`src/rtl/seq_alu.sv`:
```
// seq_alu: registered multi-cycle ALU with the original opcode map plus signed divide.
//   Single-cycle ops (add/sub/shift/logic/slt) and illegal opcodes complete on the
//   accepting edge, and DONE is high for the following cycle. Signed multiply and
//   divide run one bit per cycle for DATA_WIDTH cycles under START/BUSY/DONE.
// Ports:
//   CLK, RST    clock; synchronous active-high reset
//   START       request, sampled only while BUSY=0
//   OPRN        opcode (low 4 bits decoded; nonzero upper bits are illegal)
//   OP1, OP2    operands, latched on an accepted START
//   BUSY        iterative op in progress
//   DONE        one-cycle pulse: OUT/HI/ZERO/ERR updated
//   OUT, HI     result low / high (product HI or remainder; 0 for other ops)
//   ZERO        registered OUT==0
//   ERR         illegal opcode or divide by zero
module seq_alu #(
  parameter int DATA_WIDTH = 32,
  parameter int OPRN_WIDTH = 6
) (
  input  logic                  CLK,
  input  logic                  RST,
  input  logic                  START,
  input  logic [OPRN_WIDTH-1:0] OPRN,
  input  logic [DATA_WIDTH-1:0] OP1,
  input  logic [DATA_WIDTH-1:0] OP2,
  output logic                  BUSY,
  output logic                  DONE,
  output logic [DATA_WIDTH-1:0] OUT,
  output logic [DATA_WIDTH-1:0] HI,
  output logic                  ZERO,
  output logic                  ERR
);

  localparam int N  = DATA_WIDTH;
  localparam int CW = (N > 2) ? $clog2(N) : 1;
  localparam logic [CW-1:0] LP_LAST = CW'(N - 1);
  localparam logic [N-1:0]  LP_NVAL = N'(N);

  localparam logic [3:0] OP_ADD = 4'h1;
  localparam logic [3:0] OP_SUB = 4'h2;
  localparam logic [3:0] OP_MUL = 4'h3;
  localparam logic [3:0] OP_SHR = 4'h4;
  localparam logic [3:0] OP_SHL = 4'h5;
  localparam logic [3:0] OP_AND = 4'h6;
  localparam logic [3:0] OP_OR  = 4'h7;
  localparam logic [3:0] OP_NOR = 4'h8;
  localparam logic [3:0] OP_SLT = 4'h9;
  localparam logic [3:0] OP_DIV = 4'hA;

  typedef enum logic [1:0] {S_IDLE, S_MUL, S_DIV} state_t;

  state_t          r_state,  w_state_n;
  logic [CW-1:0]   r_cnt,    w_cnt_n;
  logic [2*N:0]    r_p,      w_p_n;       // mul: {acc, multiplier}; div: {remainder, dividend/quotient}
  logic [N-1:0]    r_b,      w_b_n;       // multiplicand or divisor magnitude
  logic            r_neg_lo, w_neg_lo_n;  // negate product / quotient
  logic            r_neg_hi, w_neg_hi_n;  // negate remainder (dividend sign)
  logic            r_dz,     w_dz_n;
  logic [N-1:0]    r_op1,    w_op1_n;
  logic            r_busy,   w_busy_n;
  logic            r_done,   w_done_n;
  logic [N-1:0]    r_out,    w_out_n;
  logic [N-1:0]    r_hi,     w_hi_n;
  logic            r_zero,   w_zero_n;
  logic            r_err,    w_err_n;

  logic            w_upper_nz;
  logic [3:0]      w_opc;
  logic [N-1:0]    w_mag1, w_mag2;
  logic [N-1:0]    w_shr, w_shl;
  logic            w_slt;
  logic [N:0]      w_mul_sum;
  logic [2*N:0]    w_mul_step;
  logic [2*N-1:0]  w_mul_res;
  logic [N:0]      w_div_sh, w_div_rem;
  logic            w_div_ge;
  logic [2*N:0]    w_div_step;
  logic [N-1:0]    w_quo, w_rem;

  // Nonzero upper opcode bits fold onto 0x0, which decodes as illegal.
  assign w_upper_nz = (OPRN >> 4) != '0;
  assign w_opc      = w_upper_nz ? 4'h0 : OPRN[3:0];

  // Magnitudes are unsigned, so the most-negative value maps to 2^(N-1) exactly.
  assign w_mag1 = OP1[N-1] ? -OP1 : OP1;
  assign w_mag2 = OP2[N-1] ? -OP2 : OP2;

  assign w_shr = (OP2 >= LP_NVAL) ? '0 : (OP1 >> OP2);
  assign w_shl = (OP2 >= LP_NVAL) ? '0 : (OP1 << OP2);
  assign w_slt = $signed(OP1) < $signed(OP2);

  // Shift-add: add multiplicand when multiplier LSB is set, then shift right.
  assign w_mul_sum  = r_p[2*N:N] + (r_p[0] ? {1'b0, r_b} : '0);
  assign w_mul_step = {1'b0, w_mul_sum, r_p[N-1:1]};
  assign w_mul_res  = r_neg_lo ? -w_mul_step[2*N-1:0] : w_mul_step[2*N-1:0];

  // Restoring divide: shift the next dividend bit into the remainder, subtract if it fits.
  assign w_div_sh   = {r_p[2*N-1:N], r_p[N-1]};
  assign w_div_ge   = w_div_sh >= {1'b0, r_b};
  assign w_div_rem  = w_div_ge ? (w_div_sh - {1'b0, r_b}) : w_div_sh;
  assign w_div_step = {w_div_rem, r_p[N-2:0], w_div_ge};
  assign w_quo      = r_neg_lo ? -w_div_step[N-1:0]     : w_div_step[N-1:0];
  assign w_rem      = r_neg_hi ? -w_div_step[2*N-1:N]   : w_div_step[2*N-1:N];

  always_comb begin
    w_state_n  = r_state;
    w_cnt_n    = r_cnt;
    w_p_n      = r_p;
    w_b_n      = r_b;
    w_neg_lo_n = r_neg_lo;
    w_neg_hi_n = r_neg_hi;
    w_dz_n     = r_dz;
    w_op1_n    = r_op1;
    w_busy_n   = r_busy;
    w_done_n   = 1'b0;
    w_out_n    = r_out;
    w_hi_n     = r_hi;
    w_err_n    = r_err;

    case (r_state)
      S_IDLE: begin
        if (START) begin
          case (w_opc)
            OP_MUL: begin
              w_state_n  = S_MUL;
              w_busy_n   = 1'b1;
              w_cnt_n    = '0;
              w_p_n      = {{(N+1){1'b0}}, w_mag2};
              w_b_n      = w_mag1;
              w_neg_lo_n = OP1[N-1] ^ OP2[N-1];
            end
            OP_DIV: begin
              w_state_n  = S_DIV;
              w_busy_n   = 1'b1;
              w_cnt_n    = '0;
              w_p_n      = {{(N+1){1'b0}}, w_mag1};
              w_b_n      = w_mag2;
              w_neg_lo_n = OP1[N-1] ^ OP2[N-1];
              w_neg_hi_n = OP1[N-1];
              w_dz_n     = (OP2 == '0);
              w_op1_n    = OP1;
            end
            default: begin
              w_done_n = 1'b1;
              w_hi_n   = '0;
              w_err_n  = 1'b0;
              case (w_opc)
                OP_ADD:  w_out_n = OP1 + OP2;
                OP_SUB:  w_out_n = OP1 - OP2;
                OP_SHR:  w_out_n = w_shr;
                OP_SHL:  w_out_n = w_shl;
                OP_AND:  w_out_n = OP1 & OP2;
                OP_OR:   w_out_n = OP1 | OP2;
                OP_NOR:  w_out_n = ~(OP1 | OP2);
                OP_SLT:  w_out_n = {{(N-1){1'b0}}, w_slt};
                default: begin
                  w_out_n = '0;
                  w_err_n = 1'b1;
                end
              endcase
            end
          endcase
        end
      end
      S_MUL: begin
        w_p_n   = w_mul_step;
        w_cnt_n = r_cnt + CW'(1);
        if (r_cnt == LP_LAST) begin
          w_state_n = S_IDLE;
          w_cnt_n   = '0;
          w_busy_n  = 1'b0;
          w_done_n  = 1'b1;
          w_out_n   = w_mul_res[N-1:0];
          w_hi_n    = w_mul_res[2*N-1:N];
          w_err_n   = 1'b0;
        end
      end
      S_DIV: begin
        w_p_n   = w_div_step;
        w_cnt_n = r_cnt + CW'(1);
        if (r_cnt == LP_LAST) begin
          w_state_n = S_IDLE;
          w_cnt_n   = '0;
          w_busy_n  = 1'b0;
          w_done_n  = 1'b1;
          if (r_dz) begin
            w_out_n = '1;
            w_hi_n  = r_op1;
            w_err_n = 1'b1;
          end else begin
            w_out_n = w_quo;
            w_hi_n  = w_rem;
            w_err_n = 1'b0;
          end
        end
      end
      default: begin
        w_state_n = S_IDLE;
        w_busy_n  = 1'b0;
        w_cnt_n   = '0;
      end
    endcase

    w_zero_n = (w_out_n == '0);
  end

  always_ff @(posedge CLK) begin
    if (RST) begin
      r_state  <= S_IDLE;
      r_cnt    <= '0;
      r_p      <= '0;
      r_b      <= '0;
      r_neg_lo <= 1'b0;
      r_neg_hi <= 1'b0;
      r_dz     <= 1'b0;
      r_op1    <= '0;
      r_busy   <= 1'b0;
      r_done   <= 1'b0;
      r_out    <= '0;
      r_hi     <= '0;
      r_zero   <= 1'b1;
      r_err    <= 1'b0;
    end else begin
      r_state  <= w_state_n;
      r_cnt    <= w_cnt_n;
      r_p      <= w_p_n;
      r_b      <= w_b_n;
      r_neg_lo <= w_neg_lo_n;
      r_neg_hi <= w_neg_hi_n;
      r_dz     <= w_dz_n;
      r_op1    <= w_op1_n;
      r_busy   <= w_busy_n;
      r_done   <= w_done_n;
      r_out    <= w_out_n;
      r_hi     <= w_hi_n;
      r_zero   <= w_zero_n;
      r_err    <= w_err_n;
    end
  end

  assign BUSY = r_busy;
  assign DONE = r_done;
  assign OUT  = r_out;
  assign HI   = r_hi;
  assign ZERO = r_zero;
  assign ERR  = r_err;

endmodule

```
`config.mk`:
```
export PLATFORM = sky130hd
export DESIGN_NAME = seq_alu
export DESIGN_NICKNAME = d
export VERILOG_FILES = /design/src/rtl/seq_alu.sv
export SDC_FILE = /design/constraint.sdc
export NUM_CORES = 2
export LEC_CHECK = 0
export BUFFER_PORTS_ARGS = -buffer_cell sky130_fd_sc_hd__buf_2
export CAP_MARGIN = 10
export CORE_MARGIN = 2
export CORE_UTILIZATION = 29
export DETAILED_ROUTE_END_ITERATION = 8
export SETUP_SLACK_MARGIN = 0.2
export SYNTH_ARGS = -nofsm -noshare
export SYNTH_HDL_FRONTEND = slang
export SYNTH_SLANG_ARGS = --single-unit
export TNS_END_PERCENT = 100
```
`constraint.sdc`:
```
create_clock -name CLK -period 17.2 [get_ports CLK]
set_input_delay 0.86 -clock CLK [delete_from_list [all_inputs] [get_ports CLK]]
set_output_delay 0.86 -clock CLK [all_outputs]
set_load 0.005 [all_outputs]
```
==> results.sh <==
export IMPL_run_status="complete, no violations"
export IMPL_clock_slew_at_reported_path_ffs_ns=0.06
export IMPL_type_of_origin_of_the_critical_path="flop"
export IMPL_clock_sinks=206
export IMPL_holdBufCountCts=0
export IMPL_postSynthCellCount=3998
export IMPL_yosys_most_used_dff="dfxtp_1"
export IMPL_global_route_overflow_total=0
export IMPL_tritoncts_num_buffers=25
export IMPL_synth_enable_flop_cells=0
export IMPL_cts_root_buffer="clkbuf_16"
export IMPL_fillCellCount=10400
export IMPL_routedWlPerCell_um=29.1
export IMPL_max_clock_freq_ghz=0.144
export IMPL_min_path_type="reg2reg"
export IMPL_number_of_h_tree_levels=1
export IMPL_dieWidth_um=314
export IMPL_initialDrtViolationCount=4878
export IMPL_clock_tree_buffer_depth=3
export IMPL_synth_seq_area_share=0.148
export IMPL_ys_ff_latch=206
export IMPL_io_pins=141
export IMPL_ys_types=90
export IMPL_timing_max_transition_violations_final=0
export IMPL_fin_tns_setup_ns=0
export IMPL_synth_top_cells_by_area="dfxtp_1 (15%), ha_1 (7.7%), nand2_1 (6.1%), nor2_1 (5.7%), xnor2_1 (5.3%)"
export IMPL_grt_max_degree=90
export IMPL_clock_power_share=0.269
export IMPL_worstPathRequired_ns=17.66
export IMPL_first_global_vias=30300
export IMPL_crit_fanout=12
export IMPL_detailedPlace_worstSlack_ns=10.64
export IMPL_number_of_antenna_violations_at_the_first_check_in_global_routing=7
export IMPL_synth_common_cells="nand2_1 (453), nor2_1 (425), a21oi_1 (285)"
export IMPL_die_height_um=314
export IMPL_tritoncts_clock_tree="built"
export IMPL_drt_pass1_iter_count=9
export IMPL_fin_crit_sh=0.404
export IMPL_rows=113
export IMPL_grt_usage=0.293
export IMPL_yosysTopAreaCellShare=0.148
export IMPL_static_leakage_power_uw=0.0113
export IMPL_syn_to_final_growth_pct=8.45
export IMPL_final_period_minus_worst_setup_slack_ns=6.95
export IMPL_ys_warnings_count=0
export IMPL_postCtsResizedCells=0
export IMPL_mappedNetlistArea_um2=27900
export IMPL_ir_drop_worst_vdd_mv=0.0806
export IMPL_grt_first_pass_wirelength_mm=216
export IMPL_critPathArrivalTime_ns=7.41
export IMPL_fin_worst_skew_ns=0.0429
export IMPL_count_leader_synth="nand2_1"
export IMPL_syn_nets=4246
export IMPL_seq_power_share=0.250
export IMPL_hpwl_mm=115
export IMPL_worst_skew_pair_late_latency_ns=0.59
export IMPL_drcViolationCount=0
export IMPL_path_class="reg2reg"
export IMPL_combPwrFrac=0.481
export IMPL_route_vias_total=33400
export IMPL_synth_async_reset_ratio=0
export IMPL_drive_gt1_frac=0.0993
export IMPL_postRouteAntennaNets=0
export IMPL_core_um2=95200
export IMPL_globalplace_congestion=1.07
export IMPL_post_route_worst_setup_slack_ns=10.25
export IMPL_drv_cap=0
export IMPL_timing_hold_violations_final=0
export IMPL_portBuffers=140
export IMPL_slew_headroom=0.209
export IMPL_floorplan_initialDensity=0.293
export IMPL_power_switching_share=0.463
export IMPL_detail_route_wirelength_mm=151
export IMPL_floorplan_die_area_um2=98700
export IMPL_pin_slew_with_the_least_headroom_to_its_limit_ns=1.17
export IMPL_internal_power_uw=1080
export IMPL_powerDensity_nw_per_um2=66.3
export IMPL_postCtsSetupRepairBufs=0
export IMPL_report_final_setup_viol=0
export IMPL_switching_power_summed_over_all_nets_uw=929
export IMPL_synthDominantAreaCellType="dfxtp_1"
export IMPL_nets=4147
export IMPL_synth_avg_cell_area_um2=6.98
export IMPL_vias_per_cell=6.43
export IMPL_endpoint_type_of_the_worst_setup_path="flop"
export IMPL_rsz0062_at_grt="no"
==> final timing paths <==
kind                                      startpoint                  end  slack (ns)  cells after the start
worst max-delay path            r_p[31]$_SDFFE_PP0P_      ZERO$_SDFF_PP1_       10.25                     22
worst min-delay path             HI[20]$_SDFFE_PP0P_  HI[20]$_SDFFE_PP0P_        0.45                      2
worst max register to register  r_p[31]$_SDFFE_PP0P_      ZERO$_SDFF_PP1_       10.25                     22
worst min register to register   HI[20]$_SDFFE_PP0P_  HI[20]$_SDFFE_PP0P_        0.45                      2
==> final cells by class <==
cell class              instances  area (um^2)  area share
multi-input cells            3294        21900       0.725
flip-flops and latches        206         4130       0.136
well taps                    1265         1580      0.0523
repair buffers                204         1190      0.0393
clock buffers                  33          696      0.0230
inverters                     168          631      0.0208
clock inverters                12         92.6     0.00306
diodes                          3         7.51    0.000248
==> logic make-up (layout without fill, tap and decap cells) <==
| group | count (synthesis) | after routing | share of synthesized area |
|---|---|---|---|
| other cells | 0 | 3 | 0 |
| mux | 144 | 144 | 0.0738 |
| flops | 206 | 206 | 0.148 |
| fa+ha+maj | 175 | 175 | 0.0795 |
| simple gates | 1424 | 1424 | 0.240 |
| compound gates | 1314 | 1314 | 0.316 |
| xor+xnor | 237 | 237 | 0.0744 |
| buf+inv | 498 | 417 | 0.0680 |
==> routing by layer <==
layer	wire [um]	GRT usage	share of wire
met1	59300	0.383	0.39
met4	12200	0.200	0.081
met3	16400	0.0545	0.11
met2	63100	0.435	0.42
met5	54	0	0.00036
==> state kept, by name, summed over array words and instances (netlist names), 2 cells and up <==
signal / flops
r_p: 65
HI: 32
OUT: 32
r_b: 32
r_op1: 31
r_cnt: 5
r_state: 2
==> cell usage in the layout (no fill, tap or decap), types with 17 or more instances in the layout <==
cell | netlist | layout
xnor2_1 | 169 | 169
o221ai_1 | 27 | 27
nand3_1 | 77 | 76
mux4_2 | 47 | 47
o41ai_1 | 23 | 23
clkbuf_16 | 0 | 25
mux2i_1 | 72 | 72
and2_1 | 29 | 28
nand2_1 | 453 | 453
xor2_1 | 68 | 68
mux2_2 | 25 | 25
or4_1 | 38 | 38
and3_1 | 26 | 26
nor2b_1 | 27 | 27
o21ai_1 | 24 | 24
a211oi_1 | 111 | 111
or3_1 | 37 | 37
nor2_1 | 425 | 417
buf_4 | 0 | 65
a221oi_1 | 52 | 52
a22oi_1 | 35 | 35
nand4_1 | 57 | 57
buf_2 | 10 | 138
a222oi_1 | 32 | 32
o211ai_1 | 62 | 62
o21a_1 | 17 | 17
a221o_1 | 25 | 25
o21ai_0 | 281 | 281
nand2b_1 | 38 | 38
or2_2 | 23 | 23
a21oi_1 | 285 | 285
inv_1 | 166 | 166
nor4_1 | 39 | 39
nor3_1 | 96 | 94
ha_1 | 171 | 170
a31oi_1 | 41 | 41
a2111oi_0 | 18 | 18
dfxtp_1 | 206 | 205
a21o_1 | 47 | 47
o31ai_1 | 60 | 60
==> critical path, cell delays in order (launching register included) <==
cell and delay [ns]:
dfxtp_1 0.47, inv_1 0.11, ha_1 0.22, nand2b_1 0.16, a211oi_1 0.39, o2111ai_1 0.60
a211oi_1 0.54, nor2_1 0.10, nand2_1 0.10, inv_1 0.09, ha_1 0.30, nand2b_1 0.19
a221oi_1 0.38, a21oi_1 0.14, o22ai_1 0.62, nand4_1 0.32, o21ai_0 0.59, nand3_1 0.18
nor4bb_1 0.32, nand4_1 0.15, nor4b_1 0.37, nand4_1 0.15, o41ai_1 0.34
==> per-stage QoR <==
step | hold WS, ns | total power (uW) | cells | util | cell area [um^2]
after CTS | 0.453 | 1970 | 5182 | 0.318 | 30300
after floorplan | 0.432 | 1120 | 3998 | - | 27900
final | 0.451 | 2010 | 5185 | 0.318 | 30300
after detailed placement | 0.444 | 1440 | 5137 | 0.310 | 29500
after global routing | 0.469 | 2080 | 5182 | 0.318 | 30300
after global placement | 0.443 | 1440 | 5137 | 0.310 | 29500
==> power groups by stage <==
stage | clock, uW | sequential (uW) | combinational [uW]
global route | 562 | 502 | 1020
CTS | 544 | 500 | 929
detailed placement | 0 | 511 | 924
finish | 541 | 501 | 966
global placement | 0 | 511 | 926
floorplan | 0 | 501 | 622
Power figures use the tool's default switching activity.
